--- config.mk ---
export PLATFORM = sky130hd
export DESIGN_NAME = note_key_conditioner_flat
export DESIGN_NICKNAME = d
export VERILOG_FILES = /design/src/rtl/keyboard_pkg.sv /design/src/rtl/note_key_conditioner_if.sv /design/src/rtl/key_debounce_cell.sv /design/src/rtl/note_key_conditioner.sv /design/src/flat_wrapper.sv
export SDC_FILE = /design/constraint.sdc
export NUM_CORES = 1
export LEC_CHECK = 0
export CORE_UTILIZATION = 35
export CTS_CLUSTER_SIZE = 40
export DETAILED_ROUTE_END_ITERATION = 7
export PLACE_DENSITY = 0.48
export SETUP_SLACK_MARGIN = 0.05
export SLEW_MARGIN = 0
export SYNTH_ARGS = -nofsm -noshare
export SYNTH_HDL_FRONTEND = slang
export SYNTH_SLANG_ARGS = --single-unit
--- constraint.sdc ---
create_clock -name clk -period 8 [get_ports clk]
set_clock_uncertainty 0.05 [all_clocks]
set_input_delay 1.6 -clock clk [delete_from_list [all_inputs] [get_ports clk]]
set_output_delay 1.6 -clock clk [all_outputs]
set_load 0.02 [all_outputs]
--- src/rtl/keyboard_pkg.sv ---
// Shared constants, cell state encoding and note encoder for the key conditioner.
package keyboard_pkg;

  localparam int unsigned NUM_NOTE_KEYS           = 7;
  localparam int unsigned NUM_OCT_KEYS            = 2;
  localparam int unsigned DEBOUNCE_CYCLES_DEFAULT = 2_000_000;
  localparam int unsigned SYNC_STAGES_DEFAULT     = 2;
  localparam int unsigned REPEAT_CYCLES_DEFAULT   = 25_000_000;

  localparam logic [3:0] NOTE_NONE = 4'd0;
  localparam logic [3:0] NOTE_DO   = 4'd1;
  localparam logic [3:0] NOTE_RE   = 4'd2;
  localparam logic [3:0] NOTE_MI   = 4'd3;
  localparam logic [3:0] NOTE_FA   = 4'd4;
  localparam logic [3:0] NOTE_SOL  = 4'd5;
  localparam logic [3:0] NOTE_LA   = 4'd6;
  localparam logic [3:0] NOTE_TI   = 4'd7;

  typedef enum logic [1:0] {
    RELEASED,
    ARMING,
    HELD,
    DISARMING
  } cell_state_e;

  // Index+1 of the lowest held key; NOTE_NONE when nothing is held.
  function automatic logic [3:0] encode_note(input logic [NUM_NOTE_KEYS-1:0] keys);
    logic [3:0] code;
    code = NOTE_NONE;
    for (int i = NUM_NOTE_KEYS - 1; i >= 0; i--) begin
      if (keys[i]) code = 4'(i + 1);
    end
    return code;
  endfunction

endpackage

--- src/rtl/note_key_conditioner_if.sv ---
// Raw button inputs and conditioned key outputs of the note key conditioner.
interface note_key_conditioner_if;
  import keyboard_pkg::*;

  logic [NUM_NOTE_KEYS-1:0] key_raw;
  logic [NUM_OCT_KEYS-1:0]  octave_raw;
  logic [NUM_NOTE_KEYS-1:0] key_stable;
  logic [NUM_OCT_KEYS-1:0]  octave_stable;
  logic [3:0]               note_code;
  logic                     press_pulse;
  logic                     release_pulse;
  logic                     any_key;

  // Board / stimulus side: drives raw buttons, observes conditioned keys.
  modport master (
    output key_raw, octave_raw,
    input  key_stable, octave_stable, note_code, press_pulse, release_pulse, any_key
  );

  // Conditioner side.
  modport slave (
    input  key_raw, octave_raw,
    output key_stable, octave_stable, note_code, press_pulse, release_pulse, any_key
  );

endinterface

--- src/rtl/key_debounce_cell.sv ---
// One-bit synchronizer + debounce FSM. stable_o is the next-state value of the
// debounced bit; the parent registers it so that all strobes land in the same cycle.
module key_debounce_cell
  import keyboard_pkg::*;
#(
  parameter int unsigned DEBOUNCE_CYCLES = DEBOUNCE_CYCLES_DEFAULT,
  parameter int unsigned SYNC_STAGES     = SYNC_STAGES_DEFAULT
) (
  input  logic clk,
  input  logic reset,
  input  logic raw_i,
  output logic stable_o
);

  localparam int unsigned   CNT_W    = $clog2(DEBOUNCE_CYCLES);
  localparam logic [CNT_W-1:0] CNT_DONE = CNT_W'(DEBOUNCE_CYCLES - 1);

  logic [SYNC_STAGES-1:0] sync_q;
  logic                   synced;
  cell_state_e            state_q, state_d;
  logic [CNT_W-1:0]       cnt_q, cnt_d;
  logic [CNT_W-1:0]       cnt_inc;

  // Shift the raw button through the synchronizer chain.
  always_ff @(posedge clk or posedge reset) begin
    if (reset) sync_q <= '0;
    else       sync_q <= {sync_q[SYNC_STAGES-2:0], raw_i};
  end

  assign synced = sync_q[SYNC_STAGES-1];

  // Saturating increment; the FSM leaves the counting state before it matters.
  assign cnt_inc = (cnt_q == CNT_DONE) ? cnt_q : cnt_q + 1'b1;

  // State and counter registers.
  always_ff @(posedge clk or posedge reset) begin
    if (reset) begin
      state_q <= RELEASED;
      cnt_q   <= '0;
    end else begin
      state_q <= state_d;
      cnt_q   <= cnt_d;
    end
  end

  // Debounce transitions: a change is accepted once the counter reaches DEBOUNCE_CYCLES-1.
  always_comb begin
    state_d = state_q;
    cnt_d   = cnt_q;
    case (state_q)
      RELEASED: begin
        if (synced) begin
          state_d = ARMING;
          cnt_d   = '0;
        end
      end
      ARMING: begin
        if (!synced) begin
          state_d = RELEASED;
        end else begin
          cnt_d = cnt_inc;
          if (cnt_inc == CNT_DONE) state_d = HELD;
        end
      end
      HELD: begin
        if (!synced) begin
          state_d = DISARMING;
          cnt_d   = '0;
        end
      end
      DISARMING: begin
        if (synced) begin
          state_d = HELD;
        end else begin
          cnt_d = cnt_inc;
          if (cnt_inc == CNT_DONE) state_d = RELEASED;
        end
      end
      default: state_d = RELEASED;
    endcase
  end

  assign stable_o = (state_d == HELD) || (state_d == DISARMING);

endmodule

--- src/rtl/note_key_conditioner.sv ---
// Conditions 7 note keys and 2 octave keys: debounce, note encoding and press/release
// strobes. Optional auto-repeat of press_pulse under `define KEY_REPEAT_EN.
module note_key_conditioner
  import keyboard_pkg::*;
#(
  parameter int unsigned DEBOUNCE_CYCLES = DEBOUNCE_CYCLES_DEFAULT,
  parameter int unsigned SYNC_STAGES     = SYNC_STAGES_DEFAULT,
  parameter int unsigned REPEAT_CYCLES   = REPEAT_CYCLES_DEFAULT
) (
  input  logic                   clk,
  input  logic                   reset,
  note_key_conditioner_if.slave  kbd
);

  localparam int unsigned NUM_KEYS = NUM_NOTE_KEYS + NUM_OCT_KEYS;

  logic [NUM_KEYS-1:0]      raw_all;
  logic [NUM_KEYS-1:0]      stable_next;
  logic [NUM_NOTE_KEYS-1:0] key_q, key_d;
  logic [NUM_OCT_KEYS-1:0]  oct_q, oct_d;
  logic [3:0]               note_q, note_d;
  logic                     press_q, press_d;
  logic                     release_q, release_d;
  logic                     any_q, any_d;
  logic                     rpt_hit;

  assign raw_all = {kbd.octave_raw, kbd.key_raw};

  for (genvar i = 0; i < NUM_KEYS; i++) begin : g_cell
    key_debounce_cell #(
      .DEBOUNCE_CYCLES(DEBOUNCE_CYCLES),
      .SYNC_STAGES    (SYNC_STAGES)
    ) u_cell (
      .clk     (clk),
      .reset   (reset),
      .raw_i   (raw_all[i]),
      .stable_o(stable_next[i])
    );
  end

`ifdef KEY_REPEAT_EN
  localparam int unsigned         RPT_W    = $clog2(REPEAT_CYCLES);
  localparam logic [RPT_W-1:0]    RPT_LAST = RPT_W'(REPEAT_CYCLES - 1);

  logic [RPT_W-1:0] rpt_q, rpt_d;

  // Repeat timer: restarts on any note change, idles at zero while no note is held.
  always_comb begin
    rpt_d   = rpt_q;
    rpt_hit = 1'b0;
    if (note_d == NOTE_NONE || note_d != note_q) begin
      rpt_d = '0;
    end else if (rpt_q == RPT_LAST) begin
      rpt_d   = '0;
      rpt_hit = 1'b1;
    end else begin
      rpt_d = rpt_q + 1'b1;
    end
  end

  // Repeat timer register.
  always_ff @(posedge clk or posedge reset) begin
    if (reset) rpt_q <= '0;
    else       rpt_q <= rpt_d;
  end
`else
  assign rpt_hit = 1'b0;
`endif

  // Next output values derived from the cells' next debounced state.
  always_comb begin
    key_d     = stable_next[NUM_NOTE_KEYS-1:0];
    oct_d     = stable_next[NUM_KEYS-1:NUM_NOTE_KEYS];
    note_d    = encode_note(key_d);
    any_d     = |key_d;
    press_d   = (|(key_d & ~key_q)) | rpt_hit;
    release_d = (|key_q) & ~any_d;
  end

  // Output registers.
  always_ff @(posedge clk or posedge reset) begin
    if (reset) begin
      key_q     <= '0;
      oct_q     <= '0;
      note_q    <= NOTE_NONE;
      press_q   <= 1'b0;
      release_q <= 1'b0;
      any_q     <= 1'b0;
    end else begin
      key_q     <= key_d;
      oct_q     <= oct_d;
      note_q    <= note_d;
      press_q   <= press_d;
      release_q <= release_d;
      any_q     <= any_d;
    end
  end

  assign kbd.key_stable    = key_q;
  assign kbd.octave_stable = oct_q;
  assign kbd.note_code     = note_q;
  assign kbd.press_pulse   = press_q;
  assign kbd.release_pulse = release_q;
  assign kbd.any_key       = any_q;

endmodule

--- src/flat_wrapper.sv ---
// flat-port wrapper written by rule: the top's interface ports become plain ports
module note_key_conditioner_flat import keyboard_pkg::*;
#(
  parameter int unsigned DEBOUNCE_CYCLES = DEBOUNCE_CYCLES_DEFAULT,
  parameter int unsigned SYNC_STAGES     = SYNC_STAGES_DEFAULT,
  parameter int unsigned REPEAT_CYCLES   = REPEAT_CYCLES_DEFAULT
)
  (clk, reset, kbd_key_raw, kbd_octave_raw, kbd_key_stable, kbd_octave_stable, kbd_note_code, kbd_press_pulse, kbd_release_pulse, kbd_any_key);
  note_key_conditioner_if kbd_i ();
  input  logic clk;
  input  logic reset;
  input wire logic [$bits(kbd_i.key_raw)-1:0] kbd_key_raw;
  input wire logic [$bits(kbd_i.octave_raw)-1:0] kbd_octave_raw;
  output wire logic [$bits(kbd_i.key_stable)-1:0] kbd_key_stable;
  output wire logic [$bits(kbd_i.octave_stable)-1:0] kbd_octave_stable;
  output wire logic [$bits(kbd_i.note_code)-1:0] kbd_note_code;
  output wire logic [$bits(kbd_i.press_pulse)-1:0] kbd_press_pulse;
  output wire logic [$bits(kbd_i.release_pulse)-1:0] kbd_release_pulse;
  output wire logic [$bits(kbd_i.any_key)-1:0] kbd_any_key;
  assign kbd_i.key_raw = kbd_key_raw;
  assign kbd_i.octave_raw = kbd_octave_raw;
  assign kbd_key_stable = kbd_i.key_stable;
  assign kbd_octave_stable = kbd_i.octave_stable;
  assign kbd_note_code = kbd_i.note_code;
  assign kbd_press_pulse = kbd_i.press_pulse;
  assign kbd_release_pulse = kbd_i.release_pulse;
  assign kbd_any_key = kbd_i.any_key;
  note_key_conditioner #(.DEBOUNCE_CYCLES(DEBOUNCE_CYCLES), .SYNC_STAGES(SYNC_STAGES), .REPEAT_CYCLES(REPEAT_CYCLES)) u_core (.clk(clk), .reset(reset), .kbd(kbd_i));
endmodule
Yosys cells after proc, flatten, opt, wreduce, memory -nomap -nowiden
Index checks and enable logic that the tools add are counted.
{"block": "totals", "elab_cells": 299, "in_bits": 11, "ff_bits": 241}
{"block": "classes", "reduce_logical": 30, "n_mux": 124, "n_addsub": 9, "bitwise": 4, "n_eq_ne": 99}
{"operator": "$mux 21", "n": 45}
{"operator": "$pmux 21 s4", "n": 9}
{"operator": "$eq 21x21->1 const B", "n": 18}
{"operator": "$add 21x1->21 const B", "n": 9}
{"operator": "$mux 2", "n": 54}
{"operator": "$eq 2x2->1 const B", "n": 36}
{"operator": "$ne 2x2->1 const B", "n": 36}
{"operator": "$pmux 2 s4", "n": 9}
{"operator": "$reduce_and 4->1", "n": 9}
{"operator": "$mux 4", "n": 6}
{"operator": "$reduce_or 7->1", "n": 3}
{"operator": "$eq 2x1->1 const B", "n": 9}
{"operator": "$logic_not 2->1", "n": 9}
{"operator": "$logic_or 1x1->1", "n": 9}
{"operator": "$and 7x7->7", "n": 1}
{"operator": "$not 7->7", "n": 1}
{"operator": "$mux 3", "n": 1}
{"operator": "$and 1x1->1", "n": 1}
{"operator": "$not 1->1", "n": 1}

Depth between registers and ports, before layout
{"block": "logic_depth", "ltp_word": 15, "mapped_depth": 14}

By module
Synthesis repeated with hierarchy kept, for this count alone.
{"block": "hier_totals", "hier_cells": 1769, "hier_area_um2": 15233.4}
{"mod": "key_debounce_cell (u_core.g_cell[0].u_cell ...)", "cells_each": 191, "area_per_inst_um2": 1624.1, "seq_area_each_um2": 625.6, "n_inst": 8}
{"mod": "key_debounce_cell (u_core.g_cell[8].u_cell)", "cells_each": 200, "area_per_inst_um2": 1726.7, "seq_area_each_um2": 625.6, "n_inst": 1}
{"mod": "note_key_conditioner", "cells_each": 41, "area_per_inst_um2": 514.2, "seq_area_each_um2": 375.4, "n_inst": 1}

Worst setup path before layout
Ideal clock, no wire load.
{"block": "synth_timing", "path_type": "register to register", "start": "register u_core.g_cell[3].u_cell.cnt_q[0]", "end": "register u_core.release_q (netlist: u_core.kbd.release_pulse)", "t_required_ns": 7.883, "n_path_buf": 3, "stages_incl_launch_ff": 15, "setup_time_ns": 0.067, "path_slack_ns": 4.958, "synth_period_minus_slack_ns": 3.042, "arrival_time_ns": 2.925, "path_cell_list": "dfrtp_1 -> ha_1 -> buf_2 -> and3_1 -> clkbuf_1 -> nand2_1 -> or2_2 -> clkbuf_1 -> mux2i_1 -> nor4_1 -> nand4_1 -> mux2i_2 -> inv_1 -> nor4_4 -> and3_1"}
{"block": "synth_between", "elab_chain_cells": 11, "word_cells_on_any_way": 15, "classes_between": "add/sub: 1; eq/ne: 4; mux: 6; bitwise: 2; reduce/logical: 2"}
{"element": "from (decl)", "line_no": "key_debounce_cell.sv:21", "source": "logic [CNT_W-1:0] cnt_q, cnt_d;"}
{"element": "from (signal assigned)", "line_no": "key_debounce_cell.sv:42", "source": "cnt_q <= cnt_d;"}
{"element": "$add 21x1->21 / $eq 21x21->1 (equally long branches)", "line_no": "key_debounce_cell.sv:33", "source": "assign cnt_inc = (cnt_q == CNT_DONE) ? cnt_q : cnt_q + 1'b1;"}
{"element": "$mux 21 *", "line_no": "key_debounce_cell.sv:33"}
{"element": "$eq 21x21->1 *", "line_no": "key_debounce_cell.sv:62, key_debounce_cell.sv:76"}
{"element": "$mux 2, on equally long branches", "line_no": "key_debounce_cell.sv:76, key_debounce_cell.sv:62"}
{"element": "$mux 2, on equally long branches", "line_no": "key_debounce_cell.sv:72, key_debounce_cell.sv:58"}
{"element": "$pmux 2 s4 *", "line_no": "key_debounce_cell.sv:50", "source": "case (state_q)"}
{"element": "$eq 2x2->1", "line_no": "key_debounce_cell.sv:83", "source": "assign stable_o = (state_d == HELD) || (state_d == DISARMING);"}
{"element": "$logic_or 1x1->1 *", "line_no": "key_debounce_cell.sv:83"}
{"element": "named net u_core.g_cell[3].u_cell.stable_o", "line_no": "key_debounce_cell.sv:12", "source": "output logic stable_o"}
{"element": "$reduce_or 7->1 *", "line_no": "note_key_conditioner.sv:75", "source": "any_d = |key_d;"}
{"element": "$not 1->1 *", "line_no": "note_key_conditioner.sv:77", "source": "release_d = (|key_q) & ~any_d;"}
{"element": "$and 1x1->1 *", "line_no": "note_key_conditioner.sv:77"}
{"element": "named net u_core.release_d", "line_no": "note_key_conditioner.sv:23", "source": "logic release_q, release_d;"}
{"element": "to (signal assigned)", "line_no": "note_key_conditioner.sv:94", "source": "release_q <= release_d;"}
{"element": "to (decl)", "line_no": "note_key_conditioner.sv:23"}
Mark *: on every way through the listed nets, which the timed path passes. The rest lies on a longest branch.
A chain may end at the register's enable or synchronous reset.

Worst setup path in the final report
{"block": "layout_timing", "start": "register u_core.g_cell[2].u_cell.cnt_q[0]", "end": "register u_core.note_q[0] (netlist: u_core.kbd.note_code[0])"}
{"block": "layout_between", "elab_chain_cells": 11, "word_cells_on_any_way": 15, "classes_between": "add/sub: 1; eq/ne: 4; mux: 9; reduce/logical: 1"}
{"element": "from (decl)", "line_no": "key_debounce_cell.sv:21"}
{"element": "from (signal assigned)", "line_no": "key_debounce_cell.sv:42"}
{"element": "$add 21x1->21 / $eq 21x21->1 (equally long branches)", "line_no": "key_debounce_cell.sv:33"}
{"element": "$mux 21 *", "line_no": "key_debounce_cell.sv:33"}
{"element": "$eq 21x21->1 *", "line_no": "key_debounce_cell.sv:62, key_debounce_cell.sv:76"}
{"element": "$mux 2, on equally long branches", "line_no": "key_debounce_cell.sv:76, key_debounce_cell.sv:62"}
{"element": "$mux 2, on equally long branches", "line_no": "key_debounce_cell.sv:72, key_debounce_cell.sv:58"}
{"element": "$pmux 2 s4 *", "line_no": "key_debounce_cell.sv:50"}
{"element": "$eq 2x2->1", "line_no": "key_debounce_cell.sv:83"}
{"element": "$logic_or 1x1->1 *", "line_no": "key_debounce_cell.sv:83"}
{"element": "named net u_core.g_cell[2].u_cell.stable_o", "line_no": "key_debounce_cell.sv:12"}
{"element": "$mux 4 * (3 in series)", "line_no": "keyboard_pkg.sv:31", "source": "if (keys[i]) code = 4'(i + 1);"}
{"element": "named net u_core.note_d[0]", "line_no": "note_key_conditioner.sv:21", "source": "logic [3:0] note_q, note_d;"}
{"element": "to (signal assigned)", "line_no": "note_key_conditioner.sv:92", "source": "note_q <= note_d;"}
{"element": "to (decl)", "line_no": "note_key_conditioner.sv:21"}
Marked as above.

==> metrics.yaml <==
cts_root_buf: "clkbuf_16"
fin_crit_sh_pct: 45.0
drv_slew: 0
grt_first_pass_wirelength_um: 63700
min_period_ps: 3600
core-area_sq_um: 42200
final-setup-viol-count: 0
yosys_register_bits: 240
drive_gt1_share_pct: 6.94
h-tree-depth: 1
clkSinkCount: 240
cts_resized: 0
nFillCells: 4235
grt_max_degree: 75
worstPathArrival_ps: 3960
cpMaxStageDelayCell: "mux2i_1"
synth_nets: 1816
cp.required_ps: 8360
die_h_um: 210
vias: 12800
crit_buf_inv: 1
die_w_um: 210
seq_area_frac_synth_pct: 39.9
synthArstFlopShare_pct: 100
syn_area_per_cell_sq_um: 8.39
status: "complete, no violations"
nets: 1772
cts_tree: "built"
ys_types: 97
ios: 27
cts_buffer_depth: 3
insertion_delay_ps: 570
synth_edf_count: 0
netlist_instances: 1796
power.density_nw_per_um2: 171
vias_per_cell: 5.55
die_area_sq_um: 43900
diodes: 0
remaining_drc_errors: 0
antenna_found_initial: 0
path_clk_slew_ps: 60
critPathKind: "reg2reg"
max-slew-margin-rel_pct: 28.3
endpoint_kind: "flip-flop"
grt_pass1_vias: 12100
drt_iter0_drc: 1016
gp_congestion: 0.844
first_pass_iters: 5
overflow: 0
finalSetupTns_ps: 0
ant_nets: 0
hold_buffers: 0
grt_setup_unrepaired: "false"
port_buffers: 25
crit_chain: "ha_1, nand4_1, nor2_1, nand4_1, and3b_1, o211a_1, nand3_1, mux2i_1, inv_1, a211oi_1, o21ai_1"
power_leakage_nw: 6.93
fmax_mhz: 278
hold_viol: 0
fin_hold_ws_ps: 298
syn_to_final_growth_pct: 9.98
vdd_drop_max_mv: 0.175
wl_per_cell_um: 16.1
worst_path_most_repeated_cell: "nand4_1"
worst_slew_pin_slew_ps: 1070
hpwl_um: 24700
cts_setup_buffers: 0
max_cap_viol_count: 0
drt-total-wl_um: 37100
cp_max_fo: 7
cp-start-kind: "flip-flop"
path_delay_family: "simple AND/OR/NAND/NOR gates"
synth_warnings: 0
start_util_pct: 35.7
synth_ff_type: "dfrtp_1"
cts_buffers: 31
syn_area_sq_um: 15100
rows: 75
crit_path_max_incr_delay_ps: 540
hold_class: "reg2reg"
grt_use_total_pct: 17.1
==> cell usage in the layout, fill, tap and decap left out, types with 12 or more instances in the layout <==
cell type,instances
o31ai_1,61
a21oi_1,83
dfrtp_1,240
and2_1,17
nand2_1,294
o21ai_0,136
clkdlybuf4s50_1,25
nor3_1,59
a22o_1,37
clkbuf_16,31
or3_1,18
nor4_1,20
a31oi_1,24
mux2_2,15
and3_1,42
xor2_1,31
nand4_1,53
nand3_1,77
buf_4,15
and4_1,12
xnor2_1,32
inv_1,54
o22ai_1,12
mux2i_1,24
nor2_1,119
a21o_1,21
==> state kept, by name (all words and copies together) (netlist names), 2 cells and up <==
signal                        flops
u_core.kbd.note_code              3
u_core.g_cell.u_cell.cnt_q      189
u_core.kbd.key_stable             7
u_core.g_cell.u_cell.state_q     18
u_core.g_cell.u_cell.sync_q      18
u_core.kbd.octave_stable          2
==> final timing paths <==
| kind | startpoint | end | slack, ps | cells past startpoint |
|---|---|---|---|---|
| min reg2reg | u_core.g_cell[8].u_cell.sync_q[0]$_DFF_PP0_ | u_core.g_cell[8].u_cell.sync_q[1]$_DFF_PP0_ | 300 | 0 |
| max in group asynchronous | reset | u_core.g_cell[6].u_cell.cnt_q[2]$_DFFE_PP0P_ | 5020 | 4 |
| min in group asynchronous | reset | u_core.g_cell[7].u_cell.cnt_q[3]$_DFFE_PP0P_ | 1510 | 3 |
| max | u_core.g_cell[2].u_cell.cnt_q[0]$_DFFE_PP0P_ | u_core.kbd.note_code[0]$_DFF_PP0_ | 4400 | 11 |
| max reg2reg | u_core.g_cell[2].u_cell.cnt_q[0]$_DFFE_PP0P_ | u_core.kbd.note_code[0]$_DFF_PP0_ | 4400 | 11 |
| min | u_core.g_cell[8].u_cell.sync_q[0]$_DFF_PP0_ | u_core.g_cell[8].u_cell.sync_q[1]$_DFF_PP0_ | 300 | 0 |
==> cell type report <==
cell class	count	area [sq um]	area share, %
Sequential cell	240	6010	36.2
Timing Repair Buffer	40	363	2.19
Multi-Input combinational cell	1382	8330	50.3
Clock inverter	15	136	0.823
Clock buffer	39	846	5.10
Inverter	57	218	1.31
Tap cell	539	674	4.07
==> cells by family (layout without fill, tap and decap cells) <==
kind of cell / Yosys count / in the layout / share of synthesized area, %
xor+xnor: 68 / 68 / 4.00
flops: 240 / 240 / 39.9
other cells: 1 / 1 / 0.0249
fa+ha+maj: 9 / 9 / 0.747
mux: 43 / 43 / 3.06
simple gates: 805 / 805 / 27.5
buf+inv: 174 / 151 / 5.06
compound gates: 456 / 456 / 19.8
==> synthesized netlist by cell type, drive strengths merged, types with 37 or more instances <==
cell type / count / share of area (%)
nand2: 294 / 7.3
nand4: 58 / 2.7
nor2: 119 / 3.0
dfrtp: 240 / 40
xnor2: 37 / 2.2
o21ai: 139 / 4.6
a21oi: 83 / 2.8
and3: 43 / 1.8
clkbuf: 80 / 2.0
a22o: 37 / 2.2
nand3: 79 / 2.7
inv: 56 / 1.4
nor3: 60 / 2.0
o31ai: 61 / 3.0
buf: 37 / 1.6
==> through the flow <==
| stage | area [sq um] | std cells | utilization, % | power, mW | worst slack, ps |
|---|---|---|---|---|---|
| after floorplan | 15100 | 1796 | - | 1.45 | 3200 |
| after global placement | 15600 | 2258 | 36.9 | 1.50 | 4290 |
| after detailed placement | 15600 | 2258 | 36.9 | 1.51 | 4280 |
| after CTS | 16600 | 2312 | 39.2 | 2.89 | 4350 |
| after global routing | 16600 | 2312 | 39.2 | 2.97 | 4010 |
| final | 16600 | 2312 | 39.2 | 2.84 | 4400 |
==> per-layer routing <==
layer,GRT usage [%],part of all wire (%),vias to the layer above
met5,0,0,-
met4,3.57,1.7,0
met3,2.36,3.5,51
met2,26.5,45,201
met1,25.3,50,6093
li1,-,-,6482
==> power breakdown <==
part	total (mW)	leakage, nW	internal [mW]	switching, mW
sequential	1.30	3.27	1.24	0.0594
combinational	0.178	3.18	0.0639	0.114
clock	1.35	0.484	0.805	0.550
total	2.84	6.93	2.11	0.723
(Power assumes the default switching activity.)
